### config.mk
export PLATFORM = sky130hd
export DESIGN_NAME = mac_layer_sequencer
export DESIGN_NICKNAME = d
export VERILOG_FILES = /design/src/rtl/mac_layer_sequencer.sv
export SDC_FILE = /design/constraint.sdc
export NUM_CORES = 1
export LEC_CHECK = 0
export BUFFER_PORTS_ARGS = -buffer_cell sky130_fd_sc_hd__buf_2
export CORE_MARGIN = 5
export CORE_UTILIZATION = 60
export CTS_BUF_LIST = sky130_fd_sc_hd__clkbuf_8
export DETAILED_ROUTE_END_ITERATION = 10
export MAX_ROUTING_LAYER = met4
export PLACE_DENSITY = 0.82
export SYNTH_ARGS = -nofsm -noshare
export SYNTH_HDL_FRONTEND = slang
export SYNTH_SLANG_ARGS = --single-unit
### constraint.sdc
create_clock -name clk -period 11.5 [get_ports clk]
set_clock_uncertainty 0.15 [all_clocks]
set_input_delay 2.3 -clock clk [delete_from_list [all_inputs] [get_ports clk]]
set_output_delay 2.3 -clock clk [all_outputs]
set_load 0.02 [all_outputs]
### src/rtl/mac_layer_sequencer.sv
// Time-multiplexed dense layer: one shared MAC walks every neuron's weights and bias
// from a synchronous ROM and streams each clamped-ReLU result out on valid/ready.
module mac_layer_sequencer #(
  parameter int N_IN  = 10,
  parameter int N_OUT = 10,
  parameter int DW    = 24,
  parameter int AW    = 8
) (
  input  logic               clk,
  input  logic               reset,
  input  logic               start,
  input  logic [N_IN*DW-1:0] act_in,
  output logic               busy,
  output logic               w_rd,
  output logic [AW-1:0]      w_addr,
  input  logic [DW-1:0]      w_data,
  output logic               out_valid,
  input  logic               out_ready,
  output logic [7:0]         out_idx,
  output logic [7:0]         out_data,
  output logic               done
);

  localparam int KW = $clog2(N_IN + 2);
  localparam logic [KW-1:0] K_BIAS = KW'(N_IN);
  localparam logic [KW-1:0] K_LAST = KW'(N_IN + 1);
  localparam logic [7:0]    O_LAST = 8'(N_OUT - 1);

  typedef enum logic [1:0] {IDLE, FETCH, EMIT, DONE} state_t;

  state_t        state;
  logic [DW-1:0] act [N_IN];
  logic [DW-1:0] acc;
  logic [DW-1:0] acc_next;
  logic [DW-1:0] term;
  logic [KW-1:0] k;
  logic [KW-1:0] pend_idx;
  logic          pend;
  logic [7:0]    o;

  function automatic logic [7:0] relu_clamp(input logic [DW-1:0] a);
    if (a[DW-1])
      return 8'd0;
    else if (a > DW'(4096))
      return 8'hFF;
    else
      return a[12:5];
  endfunction

  // ROM data lags the read strobe by a cycle, so accumulate against the delayed index
  always_comb begin
    term = '0;
    if (pend) begin
      if (pend_idx == K_BIAS)
        term = w_data;
      else if (pend_idx < K_BIAS)
        term = act[pend_idx] * w_data;
    end
    acc_next = acc + term;
  end

  always_ff @(posedge clk) begin
    if (!reset) begin
      state     <= IDLE;
      busy      <= 1'b0;
      w_rd      <= 1'b0;
      w_addr    <= '0;
      out_valid <= 1'b0;
      out_idx   <= 8'd0;
      out_data  <= 8'd0;
      done      <= 1'b0;
      acc       <= '0;
      k         <= '0;
      pend      <= 1'b0;
      pend_idx  <= '0;
      o         <= 8'd0;
    end else begin
      case (state)
        IDLE: begin
          if (start) begin
            for (int i = 0; i < N_IN; i++)
              act[i] <= act_in[i*DW +: DW];
            o      <= 8'd0;
            k      <= '0;
            acc    <= '0;
            pend   <= 1'b0;
            busy   <= 1'b1;
            w_rd   <= 1'b1;
            w_addr <= '0;
            state  <= FETCH;
          end
        end
        FETCH: begin
          acc      <= acc_next;
          pend     <= w_rd;
          pend_idx <= k;
          if (k < K_BIAS) begin
            k      <= k + 1'b1;
            w_addr <= w_addr + 1'b1;
          end else if (k == K_BIAS) begin
            k    <= K_LAST;
            w_rd <= 1'b0;
          end else begin
            // The bias lands this edge, so the activation sees the final sum
            state     <= EMIT;
            out_valid <= 1'b1;
            out_idx   <= o;
            out_data  <= relu_clamp(acc_next);
            pend      <= 1'b0;
          end
        end
        EMIT: begin
          if (out_ready) begin
            out_valid <= 1'b0;
            if (o == O_LAST) begin
              state <= DONE;
              done  <= 1'b1;
            end else begin
              o      <= o + 1'b1;
              k      <= '0;
              acc    <= '0;
              w_rd   <= 1'b1;
              w_addr <= w_addr + 1'b1;
              state  <= FETCH;
            end
          end
        end
        DONE: begin
          done  <= 1'b0;
          busy  <= 1'b0;
          state <= IDLE;
        end
        default: state <= IDLE;
      endcase
    end
  end

endmodule

==> flow_metrics.py, run 1 <==
metrics = {
    "status": {
        "outcome": "completed",
    },
    "logic_synthesis": {
        "avgSynthCellArea_um2": 11.4,
        "synth_edf_count": 240,
        "syn-num-nets": 2569,
        "synth_ff_type": "edfxtp_1",
        "synth_top_area_share_pct": 31.9,
        "netlist_instances": 1971,
        "netlist_top_cells_area": "edfxtp_1 (32%), fa_1 (19%), dfxtp_1 (6.7%)",
        "syn-cell-area_um2": 22600,
        "ys_ff_latch": 315,
        "async_reset_ff_share_pct": 0,
        "synth_warnings": 0,
        "ys_types": 69,
        "seq_area_frac_synth_pct": 38.6,
        "yosys.area.top_type": "edfxtp_1",
    },
    "detailed_routing": {
        "wirelength_um": 59200,
        "first_pass_iters": 5,
        "wl_per_cell_um": 21.0,
        "viasPerCell": 5.65,
        "drc": 0,
        "ant_nets": 0,
        "dr.first_iter.drc_count": 1223,
        "vias": 15900,
    },
    "grt": {
        "track_usage_pct": 29.5,
        "overflow": 0,
        "grt_util_met1_pct": 35.6,
        "grt_start_max_net_pins": 80,
        "grt.met2_usage_pct": 50.0,
        "busiest_layer": "met2",
        "grt_util_met3_pct": 4.82,
        "grt_pass1_vias": 17300,
        "grt_pass1_wl_um": 92600,
        "antenna_found_initial": 10,
    },
    "timing": {
        "rsz0062_at_grt": "no",
        "finalCritPeriodShare_pct": 91.4,
        "fmax_mhz": 95.2,
        "timing.hold.ws_ps": 300,
        "tightest_slew_ps": 1040,
        "min_period_ps": 10510,
        "slew_viol_final": 0,
        "hold_violations": 0,
        "relSlewSlack_pct": 30.9,
        "setup_viol": 0,
        "tns_ps": 0,
    },
    "cells_and_area": {
        "layout.nets": 2857,
        "area_delta_synth_final_pct": 12.9,
        "multi_input_area_um2": 12300,
        "n_fill_cell": 2712,
        "seq_area_um2": 8710,
        "drive_above_1_share_pct": 19.7,
        "final_cell_mix": "inv_1 (330), buf_2 (295), edfxtp_1 (240)",
        "final_common_cell": "inv_1",
    },
    "cts": {
        "hold_buffers": 0,
        "cts_tree": "done",
        "numCtsBuffers": 46,
        "cts_buffer_depth": 3,
        "clock_latency_ps": 590,
        "cts_resized": 0,
        "h-tree-depth": 2,
        "cts_sinks": 315,
        "clockRootBuffer": "clkbuf_8",
        "clk_pin_slew_worst_paths_ps": 60,
        "cts_setup_buffers": 0,
    },
    "die": {
        "fp.dieW_um": 204,
        "die_area_um2": 41600,
        "die_h_um": 204,
        "pin_count": 296,
        "core_area_um2": 37400,
        "rows": 71,
        "start_util_pct": 60.3,
    },
    "critical_path": {
        "cp_common_cell": "fa_1",
        "start_kind": "primary input",
        "critPathSlowestCell": "fa_1",
        "worst-path-max-fanout": 22,
        "cp.arrival_ps": 10880,
        "cpPeakStageDelay_ps": 550,
        "cp-end-kind": "flop",
        "worstSetupPathType": "primary input to flop",
        "crit_required_ps": 11870,
    },
    "placement": {
        "portBuffers": 295,
        "gp_congestion": 0.962,
        "hpwl_um": 45100,
    },
    "run": {
        "max_cap_violations": 0,
    },
    "worst_hold_path": {
        "holdCritPathClass": "flop to flop",
    },
}
==> synthesized netlist by cell type (5+ instances only) <==
library cell	count
o21bai_1	7
edfxtp_1	240
o21ai_1	10
clkbuf_1	66
nor2b_1	54
or4_1	7
nor3_1	6
xor2_1	25
inv_1	320
a21boi_0	11
buf_2	9
a211oi_1	10
a21o_1	16
nand2b_1	5
o21ai_0	25
mux2i_1	41
a21oi_1	54
dfxtp_1	75
nand3b_1	7
buf_1	5
nor2_1	46
ha_1	116
mux4_2	48
a22oi_1	39
nand2_1	195
and2_1	156
fa_1	214
xnor3_1	7
nand3_1	12
nand4_1	6
and3_1	5
o22ai_1	20
xnor2_1	52
==> worst max-delay path, delay by kind of cell <==
family                     cells  cell delay [ps]
adders and majority gates      9             3830
AOI/OAI and AO/OA             15             2630
and+or+nand+nor                4             1010
buffers and inverters          6              610
xor gates and xnor gates       2              490
==> sequential cells by signal, indices dropped and copies added (netlist names), 2 cells and up, named ones only <==
name,cells
o,8
pend_idx,4
out_idx,8
k,4
act,240
state,2
acc,24
w_addr,8
out_data,8
==> worst paths after layout <==
check	start	endpoint	slack [ps]	cells after the start
max	w_data[3]	out_data[3]	990	36
min	out_data[0]	out_data[0]	300	2
max reg2reg	flop	out_data[3]	1040	32
min reg2reg	out_data[0]	out_data[0]	300	2
==> area by class of cell <==
cell class | instances | share of cell area, %
Antenna cell | 11 | 0.108
Clock buffer | 49 | 2.65
Clock inverter | 30 | 0.864
Inverter | 320 | 4.71
Multi-Input combinational cell | 1248 | 48.1
Sequential cell | 315 | 34.2
Tap cell | 511 | 2.51
Timing Repair Buffer | 328 | 6.86
==> per-layer routing <==
metal	wire length (um)	vias up
met5	0	-
met4	2670	0
met1	21600	7755
met2	30100	830
li1	-	7112
met3	4880	180
==> per-stage QoR <==
step                setup slack, ps  cell area (um^2)  instances  utilization [%]
detailed placement              444             24600       2722             65.7
global route                    499             25500       2811             68.1
floorplan                      1050             22600       1971                -
global placement                743             24600       2722             65.7
finish                          990             25500       2812             68.1
CTS                            1040             25500       2801             68.1
==> kinds of logic after synthesis <==
family                     after synthesis  synth area share, %
AOI/OAI and AO/OA                      226                 6.57
muxes                                   90                 6.66
adders and majority gates              330                 25.4
DFF                                    315                 38.6
buffers and inverters                  408                 7.20
xor gates and xnor gates                86                 3.86
and+or+nand+nor                        516                 11.7
Power of run 1 is not shown: default switching activity piles up to over one toggle a cycle in this logic, so the estimate is an artifact.
==> run 2: changes to the inputs <==
--- a/config.mk
+++ b/config.mk
@@ -6,12 +6,14 @@
 export NUM_CORES = 1
 export LEC_CHECK = 0
 export BUFFER_PORTS_ARGS = -buffer_cell sky130_fd_sc_hd__buf_2
+export CELL_PAD_IN_SITES_DETAIL_PLACEMENT = 2
+export CELL_PAD_IN_SITES_GLOBAL_PLACEMENT = 2
 export CORE_MARGIN = 5
-export CORE_UTILIZATION = 60
+export CORE_UTILIZATION = 40
 export CTS_BUF_LIST = sky130_fd_sc_hd__clkbuf_8
 export DETAILED_ROUTE_END_ITERATION = 10
 export MAX_ROUTING_LAYER = met4
-export PLACE_DENSITY = 0.82
+export PLACE_DENSITY_LB_ADDON = 0.1
 export SYNTH_ARGS = -nofsm -noshare
 export SYNTH_HDL_FRONTEND = slang
 export SYNTH_SLANG_ARGS = --single-unit
==> run 2 against run 1 <==
Net effect: first-iteration DRC count fell by 26%; count of clock-buffer cells in the layout is 9 higher; cell count rose by 11%; critical path depth grew 5; fmax decreased by 1.7%; utilization decreased by 22 points; hold slack better by 1.7 ps; sequential cell count did not move; worst setup slack worse by 180 ps; non-clock buffer count is 8 higher; critical path type is now flop to flop; highest routed layer unchanged.
==> flow_metrics.py, run 2 (synthesized netlist as in run 1, its figures left out) <==
metrics = {
    "worst_hold_path": {
        "whs_path_depth": 2,
        "holdPathEnd": "out_data[5]",
        "holdCritPathClass": "flop to flop",
        "min_from": "out_data[5]",
    },
    "cells_and_area": {
        "area_delta_synth_final_pct": 15.8,
        "regMostFlops": "act",
        "n_fill_cell": 5822,
        "layout.nets": 2874,
        "final_common_cell": "inv_1",
        "final_cell_mix": "inv_1 (339), buf_2 (295), edfxtp_1 (240)",
        "drive_above_1_share_pct": 20.4,
        "top_regs": "act: 240 flops, acc: 24 flops",
        "final_area_um2": 26100,
        "largest_register_ffs": 240,
    },
    "critical_path": {
        "r2r_end": "out_data[0]",
        "critical_path_cell_count": 41,
        "critPathSlowestCell": "dfxtp_2",
        "critical_path.top_delay_family": "compound AO/OA/AOI/OAI gates",
        "cp.arrival_ps": 11100,
        "cp-end-kind": "flop",
        "crit_required_ps": 11900,
        "worstSetupPathType": "flop to flop",
        "reg2regPathDepth": 41,
        "cpPeakStageDelay_ps": 820,
        "start_kind": "flop",
        "worst-path-max-fanout": 24,
        "critPathBufInv": 6,
        "regToRegSetupSlack_ps": 810,
    },
    "cts": {
        "cts_sinks": 315,
        "h-tree-depth": 2,
        "cts_tree": "done",
        "cts_buffer_depth": 3,
        "cts_resized": 0,
        "clockRootBuffer": "clkbuf_8",
        "numCtsBuffers": 55,
        "hold_buffers": 0,
        "cts_setup_buffers": 0,
        "clk_pin_slew_worst_paths_ps": 60,
        "clock_latency_ps": 660,
    },
    "timing": {
        "finalCritPeriodShare_pct": 93.0,
        "min_period_ps": 10690,
        "fmax_mhz": 93.5,
        "hold_violations": 0,
        "slew_viol_final": 0,
        "tightest_slew_ps": 1070,
        "timing.hold.ws_ps": 301,
        "tns_ps": 0,
        "setup_ws_ps": 807,
        "relSlewSlack_pct": 28.2,
        "setup_viol": 0,
    },
    "detailed_routing": {
        "dr.first_iter.drc_count": 899,
        "wirelength_um": 78800,
        "wl_per_cell_um": 25.3,
        "first_pass_iters": 5,
        "drc": 0,
        "ant_nets": 0,
        "viasPerCell": 5.18,
        "vias": 16100,
    },
    "die": {
        "start_util_pct": 40.2,
        "die_area_um2": 61300,
        "die_h_um": 248,
        "fp.dieW_um": 248,
        "core_area_um2": 56200,
        "rows": 87,
        "pin_count": 296,
    },
    "grt": {
        "track_usage_pct": 25.3,
        "grt_start_max_net_pins": 87,
        "grt_pass1_vias": 18800,
        "grt_pass1_wl_um": 113000,
        "antenna_found_initial": 45,
        "overflow": 0,
    },
    "placement": {
        "place_area_um2": 24900,
        "dp_slack_ps": 401,
        "portBuffers": 295,
        "hpwl_um": 59300,
        "gp_congestion": 0.837,
    },
    "status": {
        "outcome": "completed",
    },
    "run": {
        "max_cap_violations": 0,
    },
}
-- run 2: cell count changes in the layout (fill, tap and decap cells not counted), sizes merged --
cell	previous run	this run
clkinv	13	20
buf	328	335
inv	333	340
diode	11	40
clkbuf	49	59
-- run 2: area by class of cell --
class                           count  area [um^2]  area share, %
Clock buffer                       58          798           3.06
Inverter                          320         1200           4.60
Clock inverter                     44          278           1.06
Timing Repair Buffer              336         1810           6.95
Multi-Input combinational cell   1248        12300           47.0
Antenna cell                       40          100          0.383
Tap cell                          756          946           3.62
Sequential cell                   315         8710           33.4
-- run 2: stage by stage --
| step | instances | util, % |
|---|---|---|
| 2_1_floorplan | 1971 | - |
| 3_3_place_gp | 2974 | 44.4 |
| 3_5_place_dp | 2974 | 44.4 |
| 4_1_cts | 3076 | 46.3 |
| 5_1_grt | 3117 | 46.5 |
| 6_report | 3117 | 46.5 |
-- run 2: metal layers --
metal / track usage (%) / wire length, um / up-vias
met5: - / 0 / -
met4: 7.39 / 1420 / 0
met3: 5.54 / 4010 / 87
met2: 44.6 / 41900 / 417
met1: 29.1 / 31500 / 8446
li1: - / - / 7194
-- run 2: worst min-delay path, stage by stage, from the launching register on --
cell     delay [ps]
dfxtp_1         310
nand2_1          50
o21ai_1          50
-- run 2: how the worst max path moves through the flow --
stage	from	slack (ps)	end
after detailed placement	w_data[0]	400	out_data[0]
final	flop	810	out_data[0]
after global routing	flop	-80	out_data[0]
after CTS	flop	770	out_data[0]
after floorplan	w_data[4]	1050	out_data[0]
after global placement	w_data[0]	660	out_data[7]
Power of run 2 is left out for the same reason.
==> run 3: changes to the inputs <==
--- a/config.mk
+++ b/config.mk
@@ -9,7 +9,7 @@
 export CELL_PAD_IN_SITES_DETAIL_PLACEMENT = 2
 export CELL_PAD_IN_SITES_GLOBAL_PLACEMENT = 2
 export CORE_MARGIN = 5
-export CORE_UTILIZATION = 40
+export CORE_UTILIZATION = 36
 export CTS_BUF_LIST = sky130_fd_sc_hd__clkbuf_8
 export DETAILED_ROUTE_END_ITERATION = 10
 export MAX_ROUTING_LAYER = met4
==> constraint.sdc (replaced) <==
create_clock -name clk -period 8.6 [get_ports clk]
set_clock_uncertainty 0.15 [all_clocks]
set_input_delay 1.72 -clock clk [delete_from_list [all_inputs] [get_ports clk]]
set_output_delay 1.72 -clock clk [all_outputs]
set_load 0.02 [all_outputs]
==> run 3 against run 2 <==
Net effect: the flow now finishes with violations (setup timing); global-route usage shrank 0.41 points; critical path depth shrank 1; design area grew 13%; cell count grew 12%; fmax grew 13%; highest routed layer unchanged.
==> flow_metrics.py, run 3 (synthesized netlist as in run 1, its figures left out) <==
metrics = {
    "critical_path": {
        "worstSetupPathType": "flop to flop",
        "worst-path-max-fanout": 8,
        "crit_required_ps": 8990,
        "regToRegSetupSlack_ps": -890,
        "r2r_end": "out_data[4]",
        "cp_common_cell": "fa_1",
        "cpPeakStageDelay_ps": 560,
        "reg2regPathDepth": 40,
        "cp.arrival_ps": 9880,
        "cp-end-kind": "flop",
        "start_kind": "flop",
        "critPathSlowestCell": "or4_4",
    },
    "detailed_routing": {
        "wirelength_um": 84700,
        "vias": 17300,
        "ant_nets": 0,
        "wl_per_cell_um": 24.3,
        "drc": 0,
        "first_pass_iters": 5,
        "dr.first_iter.drc_count": 727,
        "viasPerCell": 4.97,
    },
    "timing": {
        "hold_violations": 0,
        "setup_ws_ps": -887,
        "tightest_slew_ps": 1150,
        "finalCritPeriodShare_pct": 110,
        "timing.hold.ws_ps": 313,
        "setup_viol": 11,
        "min_period_ps": 9490,
        "tns_ps": -8280,
        "relSlewSlack_pct": 22.9,
        "rsz0062_at_grt": "yes",
        "fmax_mhz": 105,
        "slew_viol_final": 0,
    },
    "cts": {
        "cts_buffer_depth": 3,
        "numCtsBuffers": 55,
        "cts_tree": "done",
        "hold_buffers": 0,
        "clock_latency_ps": 650,
        "h-tree-depth": 2,
        "clk_pin_slew_worst_paths_ps": 60,
        "clockRootBuffer": "clkbuf_8",
        "cts_sinks": 315,
    },
    "placement": {
        "gp_congestion": 0.827,
        "place_area_um2": 27000,
        "hpwl_um": 64900,
        "portBuffers": 295,
    },
    "cells_and_area": {
        "drive_above_1_share_pct": 35.5,
        "largest_register_ffs": 240,
        "final_common_cell": "inv_1",
        "layout.nets": 3154,
        "area_delta_synth_final_pct": 31.2,
        "seq_area_um2": 8710,
        "regMostFlops": "act",
        "n_fill_cell": 6372,
        "top_regs": "act: 240 flops, acc: 24 flops",
        "multi_input_area_um2": 13200,
        "final_cell_mix": "inv_1 (312), buf_2 (295), buf_4 (270)",
        "final_area_um2": 29600,
    },
    "die": {
        "rows": 91,
        "die_area_um2": 67800,
        "die_h_um": 260,
        "fp.dieW_um": 260,
        "pin_count": 296,
        "start_util_pct": 36.4,
        "core_area_um2": 61900,
    },
    "status": {
        "outcome": "finished with violations",
        "violations": "setup timing",
    },
    "worst_hold_path": {
        "holdPathEnd": "out_data[3]",
        "holdCritPathClass": "flop to flop",
        "whs_path_depth": 2,
        "min_from": "out_data[3]",
    },
    "grt": {
        "track_usage_pct": 24.9,
        "grt_pass1_vias": 20200,
        "grt_start_max_net_pins": 118,
        "antenna_found_initial": 40,
        "grt_pass1_wl_um": 124000,
        "overflow": 0,
    },
    "run": {
        "max_cap_violations": 0,
    },
}
run 3: changes by cell type in the layout (fill, tap and decap cells not counted), moves of 24 or more:
cell,before,now
buf_4,39,270
inv_2,0,25
inv_1,339,312
buf_6,0,25
a21oi_1,53,29
run 3: area by class of cell:
cell class	instances	area share, %
Tap cell	837	3.54
Inverter	320	4.07
Antenna cell	44	0.372
Multi-Input combinational cell	1248	44.6
Clock inverter	44	0.672
Timing Repair Buffer	616	14.6
Sequential cell	315	29.4
Clock buffer	60	2.79
run 3: critical path, delay by kind of cell (launching register included):
kind,cells,cell delay [ps]
adders and majority gates,9,3810
buffers and inverters,11,1150
and+or+nand+nor,8,1650
AOI/OAI and AO/OA,9,1370
muxes,1,540
DFF,1,450
xor gates and xnor gates,2,200
run 3: metrics by stage:
stage / util, % / setup slack, ps / cells
floorplan: - / -634 / 1971
global placement: 43.5 / -1210 / 3285
detailed placement: 43.5 / -1400 / 3285
CTS: 46.8 / -839 / 3428
global route: 47.8 / -1170 / 3482
finish: 47.8 / -887 / 3484
run 3: layer usage:
metal  up-vias  GRT usage [%]  share of wire, %
met4         0           6.88               2.2
met2       399           43.5                52
met3        93           4.91               4.8
li1       7796              -                 -
met1      9021           29.6                41
met5         -              -                 0
run 3: how the worst max path moves through the flow:
stage                     cells after the start  slack (ps)          end
after floorplan                              32        -630  out_data[2]
after detailed placement                     39       -1400  out_data[0]
after global routing                         41       -1170  out_data[7]
after global placement                       32       -1210  out_data[2]
final                                        40        -890  out_data[4]
after CTS                                    36        -840  out_data[2]
run 3: timing repair:
item,in CTS,in global routing
endpoints found under the setup margin,15,15
pin swaps,97,73
setup buffers,39,18
resized for setup,134,110
cloned,4,0
Power of run 3 is left out for the same reason.
